--- config.mk ---
export PLATFORM = sky130hd
export DESIGN_NAME = fnd_scan_decoder
export DESIGN_NICKNAME = d
export VERILOG_FILES = /design/src/rtl/fnd_scan_decoder.sv
export SDC_FILE = /design/constraint.sdc
export NUM_CORES = 1
export LEC_CHECK = 0
export ABC_AREA = 1
export BUFFER_PORTS_ARGS = -buffer_cell sky130_fd_sc_hd__buf_2
export CORE_UTILIZATION = 48
export DETAILED_ROUTE_END_ITERATION = 10
export GPL_TIMING_DRIVEN = 0
export PLACE_DENSITY = 0.8
export SYNTH_ARGS = -nofsm -noshare
export SYNTH_HDL_FRONTEND = slang
export SYNTH_SLANG_ARGS = --single-unit
--- constraint.sdc ---
create_clock -name i_clk -period 2.41 [get_ports i_clk]
set_input_delay 0.241 -clock i_clk [delete_from_list [all_inputs] [get_ports i_clk]]
set_output_delay 0.241 -clock i_clk [all_outputs]
set_load 0.02 [all_outputs]
--- src/rtl/fnd_scan_decoder.sv ---
// fnd_scan_decoder: receive side of the multiplexed FND display bus.
// Watches the active-low segment bus and digit-common lines and recovers the
// hex nibble shown on each digit after it has been stable for STABLE_CYCLES
// synchronized samples.
// Optional feature: define FND_DP_CAPTURE_EN to latch the decimal point of
// every captured digit on o_dp. Without it o_dp is tied to 0.
module fnd_scan_decoder #(
   parameter int DIGITS        = 4,
   parameter int STABLE_CYCLES = 16
) (
   input  logic                  i_clk,
   input  logic                  i_reset_n,
   input  logic [7:0]            i_fndSeg,
   input  logic [DIGITS-1:0]     i_fndCom,
   output logic [4*DIGITS-1:0]   o_digits,
   output logic [DIGITS-1:0]     o_dp,
   output logic [DIGITS-1:0]     o_digitValid,
   output logic                  o_invalid,
   output logic                  o_frameDone
);

   localparam int         BUS_W   = 8 + DIGITS;
   localparam logic [7:0] CNT_MAX = 8'(STABLE_CYCLES - 1);
`ifdef FND_DP_CAPTURE_EN
   localparam int         CAP_SEG_W = 8;
`else
   localparam int         CAP_SEG_W = 7;
`endif
   localparam int         CAP_W   = CAP_SEG_W + DIGITS;

   typedef enum logic [1:0] {ST_IDLE, ST_SETTLE, ST_CAPTURE, ST_HOLD} state_e;

   logic [BUS_W-1:0]    s1_q, s1_d, s2_q, s2_d, p_q, p_d;
   logic [CAP_W-1:0]    cap_q, cap_d;
   logic [7:0]          cnt_q, cnt_d;
   state_e              state_q, state_d;
   logic [DIGITS-1:0]   mask_q, mask_d, valid_q, valid_d;
   logic [4*DIGITS-1:0] digits_q, digits_d;
   logic                invalid_q, invalid_d, frame_done_q, frame_done_d;
`ifdef FND_DP_CAPTURE_EN
   logic [DIGITS-1:0]   dp_q, dp_d;
`endif

   logic [DIGITS-1:0]    s2_com, cap_com, cap_hit_mask;
   logic [CAP_SEG_W-1:0] cap_seg;
   logic                 changed, s2_one_low, glyph_hit, glyph_blank;
   logic [3:0]           glyph_val;

   // True when exactly one digit-common line is driven low.
   function automatic logic one_low(input logic [DIGITS-1:0] com);
      int lows;
      lows = 0;
      for (int i = 0; i < DIGITS; i++) begin
         if (!com[i]) lows++;
      end
      return (lows == 1);
   endfunction

   assign s2_com     = s2_q[DIGITS-1:0];
   assign cap_com    = cap_q[DIGITS-1:0];
   assign cap_seg    = cap_q[CAP_W-1:DIGITS];
   assign changed    = (s2_q != p_q);
   assign s2_one_low = one_low(s2_com);

   // Invert the active-low hex glyph table; dp is ignored for the match.
   // NOTE: every signal assigned in always_comb gets a default first so no latch is inferred.
   always_comb begin
      glyph_hit   = 1'b1;
      glyph_val   = 4'h0;
      glyph_blank = (cap_seg[6:0] == 7'h7f);
      case ({1'b1, cap_seg[6:0]})
         8'hc0:   glyph_val = 4'h0;
         8'hf9:   glyph_val = 4'h1;
         8'ha4:   glyph_val = 4'h2;
         8'hb0:   glyph_val = 4'h3;
         8'h99:   glyph_val = 4'h4;
         8'h92:   glyph_val = 4'h5;
         8'h82:   glyph_val = 4'h6;
         8'hf8:   glyph_val = 4'h7;
         8'h80:   glyph_val = 4'h8;
         8'h90:   glyph_val = 4'h9;
         8'h88:   glyph_val = 4'ha;
         8'h83:   glyph_val = 4'hb;
         8'hc6:   glyph_val = 4'hc;
         8'ha1:   glyph_val = 4'hd;
         8'h86:   glyph_val = 4'he;
         8'h8e:   glyph_val = 4'hf;
         default: glyph_hit = 1'b0;
      endcase
   end

   // Synchronizer, stability counter, scan FSM and capture/frame bookkeeping.
   always_comb begin
      s1_d         = {i_fndSeg, i_fndCom};
      s2_d         = s1_q;
      p_d          = s2_q;
      cap_d        = cap_q;
      state_d      = state_q;
      digits_d     = digits_q;
      valid_d      = valid_q;
      invalid_d    = 1'b0;
      cap_hit_mask = '0;
`ifdef FND_DP_CAPTURE_EN
      dp_d         = dp_q;
`endif

      if (changed)                cnt_d = '0;
      else if (cnt_q >= CNT_MAX)  cnt_d = CNT_MAX;
      else                        cnt_d = cnt_q + 8'd1;

      case (state_q)
         ST_IDLE: begin
            if (s2_one_low) state_d = ST_SETTLE;
         end
         ST_SETTLE: begin
            // Zero or several lows is blanking/ghosting: abandon quietly.
            if (!s2_one_low) begin
               state_d = ST_IDLE;
            end else if (cnt_q == CNT_MAX) begin
               state_d = ST_CAPTURE;
               // p is the newest sample the counter has already vouched for.
               cap_d   = {p_q[DIGITS +: CAP_SEG_W], p_q[DIGITS-1:0]};
            end
         end
         ST_CAPTURE: state_d = ST_HOLD;
         ST_HOLD: begin
            if (changed) state_d = ST_IDLE;
         end
         default: state_d = ST_IDLE;
      endcase

      if (state_q == ST_CAPTURE) begin
         for (int k = 0; k < DIGITS; k++) begin
            if (!cap_com[k]) begin
               cap_hit_mask[k] = 1'b1;
               valid_d[k]      = glyph_hit;
               if (glyph_hit) digits_d[4*k +: 4] = glyph_val;
`ifdef FND_DP_CAPTURE_EN
               dp_d[k]         = ~cap_seg[7];
`endif
            end
         end
         invalid_d = !glyph_hit && !glyph_blank;
      end

      // A capture landing on the clearing cycle seeds the next frame.
      frame_done_d = &mask_q;
      mask_d       = (frame_done_d ? '0 : mask_q) | cap_hit_mask;
   end

   // State registers; reset clears everything, including a pending capture.
   // NOTE: sequential state uses non-blocking assignments so all flops update together.
   always_ff @(posedge i_clk or negedge i_reset_n) begin
      if (!i_reset_n) begin
         s1_q         <= '0;
         s2_q         <= '0;
         p_q          <= '0;
         cap_q        <= '0;
         cnt_q        <= '0;
         state_q      <= ST_IDLE;
         mask_q       <= '0;
         valid_q      <= '0;
         digits_q     <= '0;
         invalid_q    <= 1'b0;
         frame_done_q <= 1'b0;
`ifdef FND_DP_CAPTURE_EN
         dp_q         <= '0;
`endif
      end else begin
         s1_q         <= s1_d;
         s2_q         <= s2_d;
         p_q          <= p_d;
         cap_q        <= cap_d;
         cnt_q        <= cnt_d;
         state_q      <= state_d;
         mask_q       <= mask_d;
         valid_q      <= valid_d;
         digits_q     <= digits_d;
         invalid_q    <= invalid_d;
         frame_done_q <= frame_done_d;
`ifdef FND_DP_CAPTURE_EN
         dp_q         <= dp_d;
`endif
      end
   end

   assign o_digits     = digits_q;
   assign o_digitValid = valid_q;
   assign o_invalid    = invalid_q;
   assign o_frameDone  = frame_done_q;
`ifdef FND_DP_CAPTURE_EN
   assign o_dp         = dp_q;
`else
   assign o_dp         = '0;
`endif

endmodule

==> results of run 1 <==
==> path summary, 6_finish.rpt <==
check | end | slack (ps) | depth (start not counted)
setup / recovery | cap_q[8] | 120 | 16
hold / removal | p_d[8] | 350 | 0
setup reg to reg | cap_q[8] | 120 | 16
hold reg to reg | p_d[8] | 350 | 0
max in group asynchronous | o_digitValid[3] | 1420 | 3
min in group asynchronous | cap_q[5] | 400 | 2
==> where the power goes <==
part	internal, mW	leakage (nW)	total, mW	switching (mW)
clock	0.447	0.103	0.950	0.503
sequential	1.54	1.05	1.61	0.0763
combinational	0.198	1.04	0.534	0.335
total	2.18	2.18	3.10	0.914
==> cell type report <==
class                   count  area share (%)
plain buffers               7            1.33
clock buffers              11            3.57
inverters                  38            3.36
multi-input cells         232            29.5
flip-flops and latches     83            49.0
clock inverters             5            1.00
well taps                  96            2.83
repair buffers             58            9.41
==> flip-flops by register name, summed over array words and instances (netlist names), named ones only <==
signal	cells
s1_q	12
p_d	12
o_digitValid	4
o_digits	16
p_q	12
state_q	1
cap_q	11
cnt_q	8
mask_q	4
o_invalid	1
o_frameDone	1
==> kinds of logic (layout without fill, tap and decap cells) <==
logic type                 Yosys count  after routing  synth area share, %
adders and majority gates            4              4                 1.43
other                                1              8                0.108
DFF                                 83             83                 59.5
and+or+nand+nor                    179            179                 24.8
xor gates and xnor gates             9              9                 2.26
AOI/OAI and AO/OA                   32             32                 6.17
buffers and inverters               45            119                 5.70
==> cells in the mapped netlist <==
| library cell | number | area (sq um) |
|---|---|---|
| xnor2_1 | 9 | 78.8 |
| nand3_1 | 13 | 65.1 |
| inv_1 | 29 | 109 |
| nand3_4 | 1 | 17.5 |
| nor2_2 | 8 | 50.1 |
| a21o_1 | 1 | 7.51 |
| nor2_1 | 25 | 93.8 |
| nand2_1 | 94 | 353 |
| ha_1 | 4 | 50.1 |
| o22ai_1 | 4 | 25.0 |
| buf_4 | 4 | 30.0 |
| nor3_1 | 4 | 20.0 |
| o21ai_1 | 3 | 15.0 |
| conb_1 | 1 | 3.75 |
| dfrtp_1 | 83 | 2080 |
| o21ai_2 | 11 | 96.3 |
| buf_6 | 2 | 22.5 |
| nand4_1 | 8 | 50.1 |
| nand2_2 | 16 | 100 |
| nor3_4 | 2 | 32.5 |
| nor4_1 | 1 | 6.26 |
| a21oi_1 | 2 | 10.0 |
| a31oi_1 | 3 | 18.8 |
| nor2_4 | 1 | 11.3 |
| a21boi_0 | 1 | 7.51 |
| nand2_4 | 4 | 45.0 |
| nand3_2 | 2 | 20.0 |
| inv_2 | 9 | 33.8 |
| clkbuf_1 | 1 | 3.75 |
| o21ai_0 | 7 | 35.0 |
==> routing by layer <==
metal  GRT usage, %  vias to the layer above
met5              0                        -
met4           6.26                        0
met3           5.97                       16
met2           31.0                       64
met1           20.0                     1169
li1               -                     1265
==> critical path, stage by stage, from the launching register on <==
cell and delay, ps:
dfrtp_1 410, inv_2 90, ha_4 210, inv_1 50, nand2_1 70, nand2_1 90, inv_1 50, ha_1 270
nor2_2 100, nand2_1 70, o21ai_2 70, nand2_2 100, nor3_4 260, buf_4 150, buf_6 120, nand2_2 50
o21ai_2 50
==> what timing repair did <==
| item | in CTS | in global routing |
|---|---|---|
| buffers inserted | 0 | 7 |
| gates resized for setup | 0 | 8 |
| hold buffers | 13 | 0 |
| endpoints found under the setup margin | 0 | 11 |
| endpoints found under the hold margin | 52 | 0 |
==> cell usage in the layout, fill, tap and decap left out, drive strengths merged, types with 3 or more instances in the layout <==
cell type | netlist | layout
dlygate4sd3 | 0 | 13
nor3 | 6 | 6
o21ai | 21 | 21
conb | 1 | 8
xnor2 | 9 | 9
o22ai | 4 | 4
inv | 38 | 42
nand4 | 8 | 8
buf | 6 | 50
clkbuf | 1 | 13
nand3 | 16 | 16
ha | 4 | 4
dfrtp | 83 | 83
a31oi | 3 | 3
nand2 | 114 | 114
nor2 | 34 | 34
==> metrics.md, run 1 <==
| Metric | Value |
|---|---|
| CTS Buffer Depth | 2 |
| Rows | 30 |
| CP required | 2700 ps |
| Layout Skew | 8.24 ps |
| Max-cap violations | 0 |
| Pre-CTS WS | 136 ps |
| Largest net degree at the start of global routing | 44 |
| Total gr overflow | 0 |
| Core Area | 0.00691 sq mm |
| Avg Cell Area, Syn | 9.88 sq um |
| First-pass GRT wire length | 10200 um |
| Global-route usage over all layers | 17.6% |
| Clk Latency, worst-skew pair | 350 ps |
| Fill cells | 587 |
| CP endpoint kind | register |
| Dpl hpwl | 4210 um |
| Worst slew pin tran | 726 ps |
| Synth cell types | 30 |
| Pins over their slew limit | 0 |
| Fin util | 61.4% |
| Routed Antenna Nets | 0 |
| Crit path launch type | register |
| Hold Crit Class | reg -> reg |
| Flops & latches, synth | 83 |
| Crit share post-route | 95.0% |
| Fin nets | 447 |
| DR WL/cell | 11.3 um |
| Metal3 WL | 263 um |
| Number of global-route vias before repair | 2419 |
| First-pass DRT Iterations | 4 |
| Die area | 0.00761 sq mm |
| Cell Area, Synth | 0.00349 sq mm |
| Worst hold path startpoint | s1_q[8] |
| Clk sinks | 83 |
| Via density | 4.74 |
| Synth Warn # | 0 |
| R2R Path Start | p_d[0] |
| Final setup fails | 0 |
| Seq/Total Area, Yosys | 59.5% |
| Residual DRC | 0 |
| Die Ht | 87.3 um |
| Initial antenna violation count | 0 |
| Synth Instances | 353 |
| Met2 wire length | 3120 um |
| Pleak | 2.18 nW |
| Maximum vdd drop | 0.479 mV |
| Clock-pin slew on the worst setup and hold paths | 80 ps |
| Status | completed |
| Synth-to-Final Area Change | 21.6% |
| I/O Buffers | 35 |
| Num CTS Buffers | 9 |
| Placed Area | 0.00383 sq mm |
| Worst setup path start | p_d[0] |
| Final WL | 5990 um |
| Die W | 87.3 um |
| Starting Density | 50.5% |
| Hold Fails Final Rpt | 0 |
| DP Cell Count | 492 |
| Multi-input gate area | 0.00125 sq mm |
| Worst path arrival time | 2570 ps |
| Via count | 2514 |
| Critical path type | reg -> reg |
| Max Used Layer | met4 |
| Root Driver | clkbuf_8 |
| CTS tree | yes |
| Antenna diode count | 0 |
| DR iter-0 viols | 95 |
| Register Area | 0.00208 sq mm |
| Num ports | 40 |
| Crit path max fanout | 5 |
| Power Total | 3.10 mW |
| Period minus WS final | 2290 ps |
| Post-layout instance count excluding filler cells | 530 |
| Slew headroom | 51.2% |
| Final instance area | 0.00424 sq mm |
| Fmax | 0.437 GHz |
| Final Hold Slack | 349 ps |
| H-Tree Level Count | 3 |
| Share of layout cells above drive strength 1 | 28.8% |
| Power per cell area | 730 mW/mm^2 |
| Setup TNS | 0 ps |
| Metal-1 WL | 2490 um |
| Routability cong. | 0.890 |
| Worst Slack Setup Final | 120 ps |
Note: power is estimated with default switching activity, not from simulation.
==> run 2: changes to the inputs <==
Settings changed: ABC_AREA 1 to unset.
==> metrics.md, run 2 <==
| Metric | Value |
|---|---|
| Max-cap violations | 0 |
| Setup TNS | 0 ps |
| Clock-pin slew on the worst setup and hold paths | 80 ps |
| Root Driver | clkbuf_8 |
| Final Hold Slack | 354 ps |
| First-pass GRT wire length | 10300 um |
| Residual DRC | 0 |
| Core Area | 0.00683 sq mm |
| Fill cells | 570 |
| Post-synth ARST share | 100% |
| Final WL | 6210 um |
| Die Ht | 86.2 um |
| Clock Power Share | 36.5% |
| Cell Area, Synth | 0.00340 sq mm |
| Fmax | 0.439 GHz |
| Crit path max fanout | 7 |
| I/O Buffers | 35 |
| DR iter-0 viols | 110 |
| CP required | 2650 ps |
| Synth cell types | 49 |
| CP max-delay cell | dfrtp_1 |
| Yosys top cell area share | 61.1% |
| Power Total | 2.50 mW |
| Leading cell type in the layout, fill and taps excluded | dfrtp_1 |
| Most frequent cell after synthesis | dfrtp_1 |
| Post-synth top cells | dfrtp_1, nor2_1, nand2_1 |
| Share of layout cells above drive strength 1 | 28.4% |
| Initial antenna violation count | 0 |
| Global-route usage over all layers | 18.2% |
| Post-synth top area cell | dfrtp_1 |
| Synth Instances | 272 |
| Power per cell area | 603 mW/mm^2 |
| Critical Path, Cell by Cell | inv_1 > nor2_1 > a21oi_2 > ha_2 > xnor2_2 > a31oi_2 > o31ai_4 > nand2_2 > buf_6 > mux2_1 |
| Largest net degree at the start of global routing | 45 |
| Period minus WS final | 2280 ps |
| Critical path type | reg -> reg |
| CTS tree | yes |
| Avg Cell Area, Syn | 12.5 sq um |
| Pins over their slew limit | 0 |
| Commonest non-fill, non-tap cells in the layout | dfrtp_1, buf_2, nor2_1 |
| Total gr overflow | 0 |
| Die area | 0.00742 sq mm |
| Worst Slack Setup Final | 134 ps |
| Synth Warn # | 0 |
| Clk sinks | 83 |
| Seq/Total Area, Yosys | 61.1% |
| Pre-CTS WS | -80.5 ps |
| DR WL/cell | 14.0 um |
| Synth-to-Final Area Change | 22.1% |
| Layout Skew | 5.73 ps |
| Hold Fails Final Rpt | 0 |
| Sw Pwr | 0.619 mW |
| Sw frac | 24.7% |
| Dpl hpwl | 4010 um |
| Largest cells by area after synthesis | dfrtp_1, xor2_1, mux2_2 |
| Comb power frac | 5.6% |
| Max reg flops | 16 |
| Routability cong. | 0.827 |
| Clk Latency, worst-skew pair | 360 ps |
| Num CTS Buffers | 9 |
| Starting Density | 49.8% |
| Status | completed |
| Ys flop type | dfrtp_1 |
| Max stage delay on crit path | 510 ps |
| Fin nets | 361 |
| Final setup fails | 0 |
| CTS Buffer Depth | 2 |
| First-pass DRT Iterations | 4 |
| Die W | 86.2 um |
| Num ports | 40 |
| EDFF count, synth | 0 |
| Setup repair after global routing missed its margin | false |
| H-Tree Level Count | 3 |
| Via count | 2266 |
| Rows | 30 |
| CP endpoint kind | register |
| Hold Crit Class | reg -> reg |
| Worst path arrival time | 2520 ps |
| Internal power | 1.88 mW |
| Flops & latches, synth | 83 |
| Crit share post-route | 94.5% |
| Maximum vdd drop | 0.483 mV |
| Seq pwr share | 58.0% |
| Placed Area | 0.00374 sq mm |
| Antenna diode count | 0 |
| Crit path launch type | register |
| Via density | 5.10 |
| Final instance area | 0.00415 sq mm |
| Routed Antenna Nets | 0 |
| Number of global-route vias before repair | 2220 |
| Pleak | 2.05 nW |
==> run 2: changes by cell type in the layout (fill, tap and decap cells not counted), moves of 8 or more <==
| cell | delta |
|---|---|
| o21ai_0 | +8 |
| xor2_1 | +14 |
| inv_2 | -9 |
| inv_1 | -21 |
| o21ai_2 | -11 |
| nand2_2 | -15 |
| mux2_2 | +8 |
| nand2_1 | -79 |
| nor2_2 | -9 |
| o2bb2ai_1 | +8 |
==> run 2: metal layers <==
layer / global-route usage [%] / up-vias / wire [um]
li1: - / 1096 / -
met3: 4.62 / 11 / 272
met2: 29.4 / 61 / 3110
met1: 22.8 / 1098 / 2720
met5: 0 / - / 0
met4: 8.94 / 0 / 109
==> run 2: logic make-up after synthesis <==
kind of cell | count (synthesis) | share of synthesized area (%)
adders and majority gates | 4 | 1.47
DFF | 83 | 61.1
xor gates and xnor gates | 18 | 4.64
other | 1 | 0.110
buffers and inverters | 23 | 4.49
and+or+nand+nor | 73 | 11.5
muxes | 16 | 5.26
AOI/OAI and AO/OA | 54 | 11.4
==> run 2: path summary, 6_finish.rpt <==
path / from / to / slack, ps / depth (start not counted)
max: p_d[2] / cap_q[9] / 130 / 10
max in group asynchronous: i_reset_n / o_digits[8] / 1450 / 3
min: s1_q[2] / p_d[2] / 350 / 0
min in group asynchronous: i_reset_n / s1_q[3] / 380 / 2
min reg2reg: s1_q[2] / p_d[2] / 350 / 0
max reg2reg: p_d[2] / cap_q[9] / 130 / 10
==> run 2: through the flow <==
| step | instances | utilization [%] |
|---|---|---|
| after CTS | 443 | 59.9 |
| after detailed placement | 411 | 54.8 |
| after floorplan | 279 | - |
| after global placement | 410 | 54.5 |
| final | 444 | 60.8 |
| after global routing | 444 | 60.8 |
==> run 2: power groups by stage <==
| stage | sequential, mW | clock (mW) | combinational, mW |
|---|---|---|---|
| 5_1_grt | 1.46 | 0.992 | 0.154 |
| 3_3_place_gp | 1.48 | 0 | 0.0913 |
| 3_5_place_dp | 1.48 | 0 | 0.0995 |
| 4_1_cts | 1.45 | 0.937 | 0.124 |
| 2_1_floorplan | 1.47 | 0 | 0.0513 |
| 6_report | 1.45 | 0.912 | 0.139 |
==> run 2: cell type report <==
type                            count  area [sq um]  share of cell area (%)
Inverter                            8          30.0                   0.724
Multi-Input combinational cell    173          1250                    30.2
Clock buffer                        9           124                    2.98
Timing Repair Buffer               53           362                    8.71
Buffer                             15           123                    2.95
Sequential cell                    83          2080                    50.0
Tap cell                           96           120                    2.89
Clock inverter                      7          60.1                    1.45
==> run 2: what timing repair did <==
item	in CTS	in global routing
resized for setup	1	14
pin swaps	2	4
endpoints found under the setup margin	9	11
buffers inserted	3	0
endpoints found under the hold margin	51	0
cloned	0	1
hold buffers	13	0
==> run 2: worst max-delay path, delay by kind of cell, from the launching register on <==
kind            cells  cell delay, ps
mux                 1             300
fa+ha+maj           1             200
flops               1             510
compound gates      3             410
buf+inv             2             300
xor+xnor            1             140
simple gates        2             300
